$ cat config.mk
export PLATFORM = sky130hd
export DESIGN_NAME = reg_bank_arbiter_flat
export DESIGN_NICKNAME = d
export VERILOG_FILES = /design/src/rtl/reg_bank_arbiter_pkg.sv /design/src/rtl/reg_bank_arbiter_if.sv /design/src/rtl/reg_bank_arbiter_rr_arb2.sv /design/src/rtl/reg_bank_arbiter.sv /design/src/flat_wrapper.sv
export SDC_FILE = /design/constraint.sdc
export NUM_CORES = 1
export LEC_CHECK = 0
export BUFFER_PORTS_ARGS = -buffer_cell sky130_fd_sc_hd__buf_2
export CORE_UTILIZATION = 35
export CTS_BUF_LIST = sky130_fd_sc_hd__clkbuf_8
export DETAILED_ROUTE_END_ITERATION = 6
export GPL_ROUTABILITY_DRIVEN = 0
export PLACE_DENSITY = 0.55
export SYNTH_ARGS = -nofsm -noshare
export SYNTH_HDL_FRONTEND = slang
export SYNTH_SLANG_ARGS = --single-unit
$ cat constraint.sdc
create_clock -name clock -period 1.98 [get_ports clock]
set_input_delay 0.198 -clock clock [delete_from_list [all_inputs] [get_ports clock]]
set_output_delay 0.198 -clock clock [all_outputs]
set_load 0.005 [all_outputs]
$ cat src/rtl/reg_bank_arbiter_pkg.sv
// Shared types and sizing for the configuration register bank and its two-port arbiter.
package reg_bank_pkg;

  localparam int REGCOUNT = 16;
  localparam int ADDR_W   = $clog2(REGCOUNT);

  typedef enum logic [1:0] {IDLE, OWN_A, OWN_B} owner_t;

  // Encoding of the round-robin history bit.
  localparam logic WINNER_A = 1'b0;
  localparam logic WINNER_B = 1'b1;

  typedef struct packed {
    logic              req;
    logic              we;
    logic              lock;
    logic [ADDR_W-1:0] addr;
    logic [7:0]        wdata;
  } rb_req_t;

endpackage

$ cat src/rtl/reg_bank_arbiter_if.sv
// One requester port of the register bank: request/write bus in, grant and read data out.
interface reg_bank_arbiter_if;
  import reg_bank_pkg::*;

  logic              req;
  logic              we;
  logic              lock;
  logic [ADDR_W-1:0] addr;
  logic [7:0]        wdata;
  logic              gnt;
  logic              rvalid;
  logic [7:0]        rdata;

  modport master (output req, we, lock, addr, wdata, input gnt, rvalid, rdata);
  modport slave  (input req, we, lock, addr, wdata, output gnt, rvalid, rdata);
endinterface

$ cat src/rtl/reg_bank_arbiter_rr_arb2.sv
// Two-way pick: a lone requester wins; on a tie A wins under priority, else the port that lost last.
module rr_arb2
  import reg_bank_pkg::*;
(
  input  logic [1:0] req,          // bit 0 = port A, bit 1 = port B
  input  logic       last_winner,
  input  logic       prio_a,
  output logic [1:0] grant
);

  always_comb begin
    grant = req;
    if (req == 2'b11) begin
      grant = (prio_a || last_winner == WINNER_B) ? 2'b01 : 2'b10;
    end
  end

endmodule

$ cat src/rtl/reg_bank_arbiter.sv
// Configuration register bank shared by the I2C slave (port A) and the IO engine (port B),
// with round-robin/priority arbitration and lockable bursts.
module reg_bank_arbiter
  import reg_bank_pkg::*;
#(
  parameter int          REGCOUNT   = reg_bank_pkg::REGCOUNT,
  parameter bit          A_PRIORITY = 1'b0,
  parameter logic [15:0] WP_MASK    = 16'h0000
) (
  input  logic                    clock,
  input  logic                    reset,
  reg_bank_arbiter_if.slave       port_a,
  reg_bank_arbiter_if.slave       port_b,
  output logic                    b_wp_err,
  output logic [7:0]              conflict_cnt,
  output logic [8*REGCOUNT-1:0]   registers_packed
);

  localparam logic [ADDR_W:0] REG_LIMIT = (ADDR_W+1)'(REGCOUNT);

  owner_t     owner, owner_nxt;
  logic       last_winner;
  logic [1:0] pick;
  logic       a_gnt, b_gnt;
  logic [7:0] regs [REGCOUNT];

  rb_req_t a_in, b_in, sel;
  logic    sel_valid, sel_in_range, sel_protected;

  assign a_in = '{req: port_a.req, we: port_a.we, lock: port_a.lock,
                  addr: port_a.addr, wdata: port_a.wdata};
  assign b_in = '{req: port_b.req, we: port_b.we, lock: port_b.lock,
                  addr: port_b.addr, wdata: port_b.wdata};

  rr_arb2 u_arb (
    .req         ({b_in.req, a_in.req}),
    .last_winner (last_winner),
    .prio_a      (A_PRIORITY),
    .grant       (pick)
  );

  // NOTE: every output of this block gets a default first so no path can infer a latch.
  always_comb begin
    owner_nxt = owner;
    a_gnt     = 1'b0;
    b_gnt     = 1'b0;
    case (owner)
      IDLE:    begin a_gnt = pick[0]; b_gnt = pick[1]; end
      OWN_A:   a_gnt = a_in.req;
      OWN_B:   b_gnt = b_in.req;
      default: owner_nxt = IDLE;
    endcase
    // Reset kills any grant in the same cycle, so a pending burst access is dropped.
    if (reset) begin
      a_gnt = 1'b0;
      b_gnt = 1'b0;
    end
    if (a_gnt)      owner_nxt = a_in.lock ? OWN_A : IDLE;
    else if (b_gnt) owner_nxt = b_in.lock ? OWN_B : IDLE;
  end

  assign port_a.gnt = a_gnt;
  assign port_b.gnt = b_gnt;

  // Only one port is ever granted, so a single shared access path serves both.
  assign sel           = b_gnt ? b_in : a_in;
  assign sel_valid     = a_gnt | b_gnt;
  assign sel_in_range  = {1'b0, sel.addr} < REG_LIMIT;
  assign sel_protected = b_gnt & WP_MASK[sel.addr];

  // NOTE: state registers use non-blocking assignments so every flop samples pre-edge values.
  always_ff @(posedge clock) begin
    if (reset) begin
      owner       <= IDLE;
      last_winner <= WINNER_B;
    end else begin
      owner <= owner_nxt;
      if (a_gnt)      last_winner <= WINNER_A;
      else if (b_gnt) last_winner <= WINNER_B;
    end
  end

  // NOTE: the bank is explicitly cleared on reset because IO sees it directly; it maps to flops, not RAM.
  always_ff @(posedge clock) begin
    if (reset) begin
      for (int i = 0; i < REGCOUNT; i++) regs[i] <= 8'h00;
    end else if (sel_valid && sel.we && sel_in_range && !sel_protected) begin
      regs[sel.addr] <= sel.wdata;
    end
  end

  always_ff @(posedge clock) begin
    if (reset) begin
      port_a.rvalid <= 1'b0;
      port_a.rdata  <= 8'h00;
      port_b.rvalid <= 1'b0;
      port_b.rdata  <= 8'h00;
      b_wp_err      <= 1'b0;
      conflict_cnt  <= 8'h00;
    end else begin
      port_a.rvalid <= a_gnt & ~a_in.we;
      port_b.rvalid <= b_gnt & ~b_in.we;
      if (a_gnt && !a_in.we) port_a.rdata <= sel_in_range ? regs[sel.addr] : 8'h00;
      if (b_gnt && !b_in.we) port_b.rdata <= sel_in_range ? regs[sel.addr] : 8'h00;
      b_wp_err <= b_gnt & b_in.we & (~sel_in_range | WP_MASK[sel.addr]);
      if (a_in.req && b_in.req && conflict_cnt != 8'hFF) conflict_cnt <= conflict_cnt + 8'd1;
    end
  end

  always_comb begin
    registers_packed = '0;
    for (int i = 0; i < REGCOUNT; i++) registers_packed[8*i +: 8] = regs[i];
  end

endmodule

$ cat src/flat_wrapper.sv
// flat-port wrapper written by rule: the top's interface ports become plain ports
module reg_bank_arbiter_flat import reg_bank_pkg::*;
#(
  parameter int          REGCOUNT   = reg_bank_pkg::REGCOUNT,
  parameter bit          A_PRIORITY = 1'b0,
  parameter logic [15:0] WP_MASK    = 16'h0000
)
  (clock, reset, b_wp_err, conflict_cnt, registers_packed, port_a_req, port_a_we, port_a_lock, port_a_addr, port_a_wdata, port_a_gnt, port_a_rvalid, port_a_rdata, port_b_req, port_b_we, port_b_lock, port_b_addr, port_b_wdata, port_b_gnt, port_b_rvalid, port_b_rdata);
  reg_bank_arbiter_if port_a_i ();
  reg_bank_arbiter_if port_b_i ();
  input  logic clock;
  input  logic reset;
  output logic b_wp_err;
  output logic [7:0] conflict_cnt;
  output logic [8*REGCOUNT-1:0] registers_packed;
  input wire logic [$bits(port_a_i.req)-1:0] port_a_req;
  input wire logic [$bits(port_a_i.we)-1:0] port_a_we;
  input wire logic [$bits(port_a_i.lock)-1:0] port_a_lock;
  input wire logic [$bits(port_a_i.addr)-1:0] port_a_addr;
  input wire logic [$bits(port_a_i.wdata)-1:0] port_a_wdata;
  output wire logic [$bits(port_a_i.gnt)-1:0] port_a_gnt;
  output wire logic [$bits(port_a_i.rvalid)-1:0] port_a_rvalid;
  output wire logic [$bits(port_a_i.rdata)-1:0] port_a_rdata;
  input wire logic [$bits(port_b_i.req)-1:0] port_b_req;
  input wire logic [$bits(port_b_i.we)-1:0] port_b_we;
  input wire logic [$bits(port_b_i.lock)-1:0] port_b_lock;
  input wire logic [$bits(port_b_i.addr)-1:0] port_b_addr;
  input wire logic [$bits(port_b_i.wdata)-1:0] port_b_wdata;
  output wire logic [$bits(port_b_i.gnt)-1:0] port_b_gnt;
  output wire logic [$bits(port_b_i.rvalid)-1:0] port_b_rvalid;
  output wire logic [$bits(port_b_i.rdata)-1:0] port_b_rdata;
  assign port_a_i.req = port_a_req;
  assign port_a_i.we = port_a_we;
  assign port_a_i.lock = port_a_lock;
  assign port_a_i.addr = port_a_addr;
  assign port_a_i.wdata = port_a_wdata;
  assign port_a_gnt = port_a_i.gnt;
  assign port_a_rvalid = port_a_i.rvalid;
  assign port_a_rdata = port_a_i.rdata;
  assign port_b_i.req = port_b_req;
  assign port_b_i.we = port_b_we;
  assign port_b_i.lock = port_b_lock;
  assign port_b_i.addr = port_b_addr;
  assign port_b_i.wdata = port_b_wdata;
  assign port_b_gnt = port_b_i.gnt;
  assign port_b_rvalid = port_b_i.rvalid;
  assign port_b_rdata = port_b_i.rdata;
  reg_bank_arbiter #(.REGCOUNT(REGCOUNT), .A_PRIORITY(A_PRIORITY), .WP_MASK(WP_MASK)) u_core (.clock(clock), .reset(reset), .port_a(port_a_i), .port_b(port_b_i), .b_wp_err(b_wp_err), .conflict_cnt(conflict_cnt), .registers_packed(registers_packed));
endmodule
==> flow_summary.ini, run 1 <==
[status]
outcome = finished, violations left
failed_checks = negative setup slack

[setup_path]
rrSetupSlack_ns = -0.26
cpMaxStageDelayCell = nor4_4
path_depth = 8
ff2ff_path_depth = 8
critPathArrivalTime_ns = 2.57
cp-endpoint = u_core.port_b.rdata[5]
crit_start = u_core.owner[0]
start_kind = flop
path_delay_family = simple AND/OR/NAND/NOR gates
crit_path_cell_trace = nor3b_4 > buf_6 > nand2_8 > buf_12 > a31oi_1 > a41oi_4 > nor4_4 > a211oi_2
cp-end-kind = flop
crit_buf_inv = 2
r2r-end = u_core.port_b.rdata[5]
path_max_fanout = 19
rr_startpoint = u_core.owner[0]
cp_slowest_stage_delay_ns = 0.37
cp_data_required_time_ns = 2.32
path_class = reg2reg

[layout]
final_area_mm2 = 0.01364
layout_commonest_cell = buf_2
area_growth_pct = 64.57
fillerInstances = 1846
drive_above_1_share = 0.5673
nets = 1092
utilization = 0.5953
final_cell_mix = buf_2, edfxtp_1, and4_1
final_cells = 1383
diodes = 0

[global_route]
grt_pass1_wl_um = 51390
grt_use_total = 0.2943
grt_overflow_total = 0
antenna_found_initial = 0
grt_max_degree = 50
grt_pass1_vias = 7826

[floorplanning]
die_h_um = 155.9
die-area_mm2 = 0.02430
start_util = 0.3617
die_w_um = 155.9
row_count = 55
design.core.area_mm2 = 0.02292
io_pins = 189

[logic_synthesis]
syn_nets = 815
synthCells = 782
syn_avg_cell_area_um2 = 10.60
ys_seq_elements = 157
netlist_area_mm2 = 0.008289
synthFlopType = edfxtp_1
yosysWarnings = 0
synthArstFlopShare = 0
seq_area_frac_synth = 0.5337
yosysUniqueCellTypes = 48
synth_edf_count = 128

[sta]
worst_pin_slew_ns = 0.5596
tns_ns = -41.44
slew-limit-headroom = 0.6269
clock.fmax_mhz = 447.0
period_minus_slack_ns = 2.237
grt_setup_unrepaired = yes
hold_viol_final = 0
setup_viol = 273
hold_ws_ns = 0.02472
fin_crit_sh = 1.130
slew_viol_final = 0
fin_ws_ns = -0.2569
fin_skew_ns = 0.01972

[clock_network]
cts_buffers = 17
clkSinkCount = 157
clock_latency_ns = 0.48
path_clk_slew_ns = 0.09
root_buffer = clkbuf_8
clk_path_buf_depth = 2
cts_tree = done
cts_htree_levels = 4

[placed_design]
placed_cells = 1327
dp_hpwl_um = 22850
dp_slack_ns = -0.3955
port-buffer-count = 187
place_area_mm2 = 0.01059

[worst_hold_path]
hold_depth = 3
min_path_type = in2reg

[detailed_routing]
wl_per_cell_um = 26.49
antenna_left = 0
viasPerCell = 6.124
first_iter_violations = 1333
drc = 0
wl_um = 36640
drt_first_pass_iters = 7
num_vias = 8469

[job]
maxCapViolCount = 0

[pwr]
finalPower_mw = 8.020
seqPwrFrac = 0.479
clockPowerShare = 0.293
p_per_area_mw_per_mm2 = 587.9
peakVddDrop_uv = 393.8
swShare = 0.3057
p_switching_mw = 2.451
internal-power_mw = 5.568
comb_power_share = 0.228
p_leak_nw = 5.054
-- sequential cells by signal, indices dropped and copies added (netlist names) --
signal                flops
u_core.port_b.rdata       8
u_core.owner              2
u_core.port_b.rvalid      1
u_core.conflict_cnt       8
u_core.port_a.rdata       8
u_core.last_winner        1
u_core.regs             128
u_core.port_a.rvalid      1
-- metal layers --
metal	vias to the layer above	routed length, um	global-route usage
li1	3650	-	-
met1	4167	15110	0.3964
met2	574	16680	0.4562
met3	78	3472	0.06333
met4	0	1372	0.1246
met5	-	0	0
-- area by class of cell --
| type | count | area, um^2 | area share |
|---|---|---|---|
| multi-input cells | 544 | 5459 | 0.4002 |
| flip-flops and latches | 157 | 4427 | 0.3245 |
| repair buffers | 334 | 2982 | 0.2186 |
| well taps | 313 | 391.6 | 0.02871 |
| clock buffers | 17 | 234.0 | 0.01715 |
| clock inverters | 13 | 127.6 | 0.009355 |
| inverters | 5 | 21.27 | 0.001559 |
-- worst reg2reg max path, delay by kind of cell, from the launching register on --
family	cells	cell delay, ns
buf+inv	2	0.35
flops	1	0.35
simple gates	3	0.75
compound gates	3	0.67
-- how the worst min path moves through the flow --
stage                            from         endpoint  slack [ns]
after floorplan            port_a_req  u_core.owner[0]        0.29
after global placement    port_a_lock  u_core.owner[0]        0.41
after detailed placement  port_a_lock  u_core.owner[0]        0.40
after CTS                  port_a_req  u_core.owner[0]       0.009
after global routing       port_a_req  u_core.owner[0]        0.02
final                      port_a_req  u_core.owner[0]        0.02
-- cell usage after synthesis, types with 9 or more instances --
master | count | share of area
and4_1 | 96 | 0.10
clkbuf_1 | 46 | 0.021
buf_4 | 11 | 0.010
dfxtp_1 | 29 | 0.070
mux2i_1 | 9 | 0.011
a31oi_1 | 98 | 0.074
buf_2 | 12 | 0.0072
nand2_1 | 27 | 0.012
a41oi_1 | 32 | 0.034
o21ai_0 | 34 | 0.021
nor2_1 | 146 | 0.066
nand2b_1 | 18 | 0.014
edfxtp_1 | 128 | 0.46
nand3b_1 | 9 | 0.0082
-- logic make-up after synthesis --
| group | share of synthesized area |
|---|---|
| buffers and inverters | 0.04891 |
| other | 0.0004524 |
| XOR/XNOR | 0.005283 |
| flip-flops | 0.5337 |
| multiplexers | 0.01087 |
| AO/OA/AOI/OAI | 0.1594 |
| AND/OR/NAND/NOR | 0.2399 |
| adder cells (fa/ha/maj) | 0.001509 |
-- power by group through the flow --
stage | clock (mW) | combinational [mW] | sequential [mW]
after floorplan | 0 | 0.524 | 3.84
final | 2.35 | 1.82 | 3.84
after detailed placement | 0 | 1.21 | 3.89
after CTS | 2.37 | 1.60 | 3.83
after global routing | 2.50 | 1.88 | 3.85
after global placement | 0 | 1.20 | 3.89
-- repair_timing --
action	in CTS	in global routing
endpoints found under the hold margin	2	0
gates cloned	13	3
gates resized for setup	199	236
hold buffers	2	0
setup buffers	17	4
pin swaps	38	35
endpoints found under the setup margin	272	274
Note: power is estimated with default switching activity, not from simulation.
==> run 2, diff against run 1 <==
--- a/config.mk
+++ b/config.mk
@@ -8,9 +8,10 @@
 export BUFFER_PORTS_ARGS = -buffer_cell sky130_fd_sc_hd__buf_2
 export CORE_UTILIZATION = 35
 export CTS_BUF_LIST = sky130_fd_sc_hd__clkbuf_8
+export CTS_CLUSTER_DIAMETER = 30
 export DETAILED_ROUTE_END_ITERATION = 6
 export GPL_ROUTABILITY_DRIVEN = 0
-export PLACE_DENSITY = 0.55
+export PLACE_DENSITY = 0.53
 export SYNTH_ARGS = -nofsm -noshare
 export SYNTH_HDL_FRONTEND = slang
 export SYNTH_SLANG_ARGS = --single-unit
==> constraint.sdc (replaced) <==
create_clock -name clock -period 2.3 [get_ports clock]
set_input_delay 0.23 -clock clock [delete_from_list [all_inputs] [get_ports clock]]
set_output_delay 0.23 -clock clock [all_outputs]
set_load 0.005 [all_outputs]
==> run 2 against run 1 <==
Effect of this change:
- the flow now finishes without violations
- combinational power shrank 40%
- sequential cell count stayed put
- utilization decreased by 10 points
- non-clock buffer count fell by 46
- fmax shrank 1.7%
- hold slack better by 0.11 ns
- critical path depth is 2 higher
- clock skew down 0.0048 ns
- first-iteration DRC count fell by 38%
- final cell count decreased by 3.2%
- critical path type unchanged
- largest power group unchanged
- highest routed layer unchanged
==> flow_summary.ini, run 2 (synthesized netlist as in run 1, its figures left out) <==
[status]
outcome = finished, final reports clean

[global_route]
grt_busiest_layer = met2
grt_use_total = 0.2587
grt_max_degree = 56
grt_pass1_wl_um = 45670
use_met1 = 0.3695
grt_pass1_vias = 7231
antenna_found_initial = 0
grt_util_met2 = 0.3803
grtUsageMet3 = 0.06389
grt_overflow_total = 0

[sta]
slew_viol_final = 0
clock.fmax_mhz = 439.2
slew-limit-headroom = 0.6518
hold_ws_ns = 0.1395
fin_crit_sh = 0.9899
setup_viol = 0
tns_ns = 0
period_minus_slack_ns = 2.277
hold_viol_final = 0
grt_setup_unrepaired = yes
fin_skew_ns = 0.01495
worst_pin_slew_ns = 0.5206

[floorplanning]
design.core.area_mm2 = 0.02292
die_h_um = 155.9
row_count = 55
start_util = 0.3617
io_pins = 189
die-area_mm2 = 0.02430
die_w_um = 155.9

[detailed_routing]
drc = 0
drt_first_pass_iters = 5
first_iter_violations = 826
wl_per_cell_um = 23.97
antenna_left = 0
wl_um = 32100
num_vias = 7857
viasPerCell = 5.868

[layout]
area_growth_pct = 35.89
drive_above_1_share = 0.3840
largest_reg_flops = 128
diodes = 0
layout_commonest_cell = buf_2
final_cell_mix = buf_2, nor2_1, edfxtp_1
nets = 1046
largest_register = u_core.regs

[setup_path]
start_kind = flop
cp_data_required_time_ns = 2.64
rr_startpoint = u_core.owner[1]
path_max_fanout = 28
rrSetupSlack_ns = 0.02
r2r-end = u_core.port_b.rdata[0]
crit_start = u_core.owner[1]
ff2ff_path_depth = 10
critPathArrivalTime_ns = 2.61
path_class = reg2reg
cp-endpoint = u_core.port_b.rdata[0]
cp-end-kind = flop

[clock_network]
clkSinkCount = 157
cts_htree_levels = 4
post_cts_buffers = 0
cts_buffers = 17
root_buffer = clkbuf_8
clock_latency_ns = 0.47
cts_tree = done
clk_path_buf_depth = 2
path_clk_slew_ns = 0.08

[worst_hold_path]
min_path_type = in2reg

[pwr]
peakVddDrop_uv = 314.1
finalPower_mw = 6.781
p_leak_nw = 4.375
p_per_area_mw_per_mm2 = 602.0

[placed_design]
dp_hpwl_um = 22220
port-buffer-count = 187

[job]
maxCapViolCount = 0
[run 2: cell types whose count changed in the layout (fill, tap and decap cells not counted), sizes merged]
cell / change
bufinv: +3
dlygate4sd3: +1
bufbuf: -2
inv: +3
buf: -43
clkinv: -4
clkinvlp: -1
clkbuf: -1
[run 2: area by class of cell]
class / count / area, um^2
clock buffer: 18 / 247.7
fill: 2127 / 11650
sequential: 157 / 4427
timing repair buffer: 288 / 2100
inverter: 5 / 18.77
multi-input combinational: 544 / 3879
clock inverter: 14 / 201.4
tap: 313 / 391.6
[run 2: power breakdown]
part	switching (mW)	total [mW]	internal [mW]	leakage [nW]
Sequential	0.113	3.29	3.18	1.57
Clock	1.08	2.39	1.31	0.241
Combinational	0.653	1.10	0.446	2.56
Total	1.85	6.78	4.93	4.37
[run 2: timing repair]
| action | 4_1_cts | 5_1_grt |
|---|---|---|
| hold buffers | 3 | 0 |
| pin swaps | 0 | 8 |
| endpoints found under the setup margin | 23 | 50 |
| hold endpoints to repair | 2 | 0 |
| resized for setup | 13 | 56 |
| gates cloned | 0 | 2 |
[run 2: how the worst min path moves through the flow]
stage	startpoint	endpoint	slack [ns]	cells past startpoint
after floorplan	port_a_req	u_core.owner[0]	0.32	1
after global placement	port_a_lock	u_core.owner[0]	0.44	3
after detailed placement	port_a_lock	u_core.owner[0]	0.44	3
after CTS	port_a_req	u_core.last_winner	0.10	3
after global routing	port_a_req	u_core.last_winner	0.13	3
final	port_a_req	u_core.last_winner	0.14	3
[run 2: routing by layer]
metal | routed length, um | part of all wire
met5 | 0 | 0
met4 | 659 | 0.021
met3 | 3075 | 0.096
met2 | 14110 | 0.44
met1 | 14260 | 0.44
[run 2: stage by stage]
step	cells	cell area (um^2)	utilization	setup WS [ns]
global route	1339	11260	0.4916	-0.04856
finish	1339	11260	0.4916	0.02327
floorplan	782	8289	-	0.1924
detailed placement	1303	10330	0.4509	-0.1167
global placement	1303	10330	0.4509	-0.08216
CTS	1338	10900	0.4755	-0.008391
[run 2: critical path, cell delays in order, from the launching register on]
cell      delay [ns]
dfxtp_2         0.34
nand3b_1        0.28
buf_6           0.22
buf_16          0.16
and4_1          0.22
a31oi_4         0.19
a41oi_2         0.17
buf_4           0.17
nor4_2          0.16
buf_4           0.17
a211oi_2        0.05
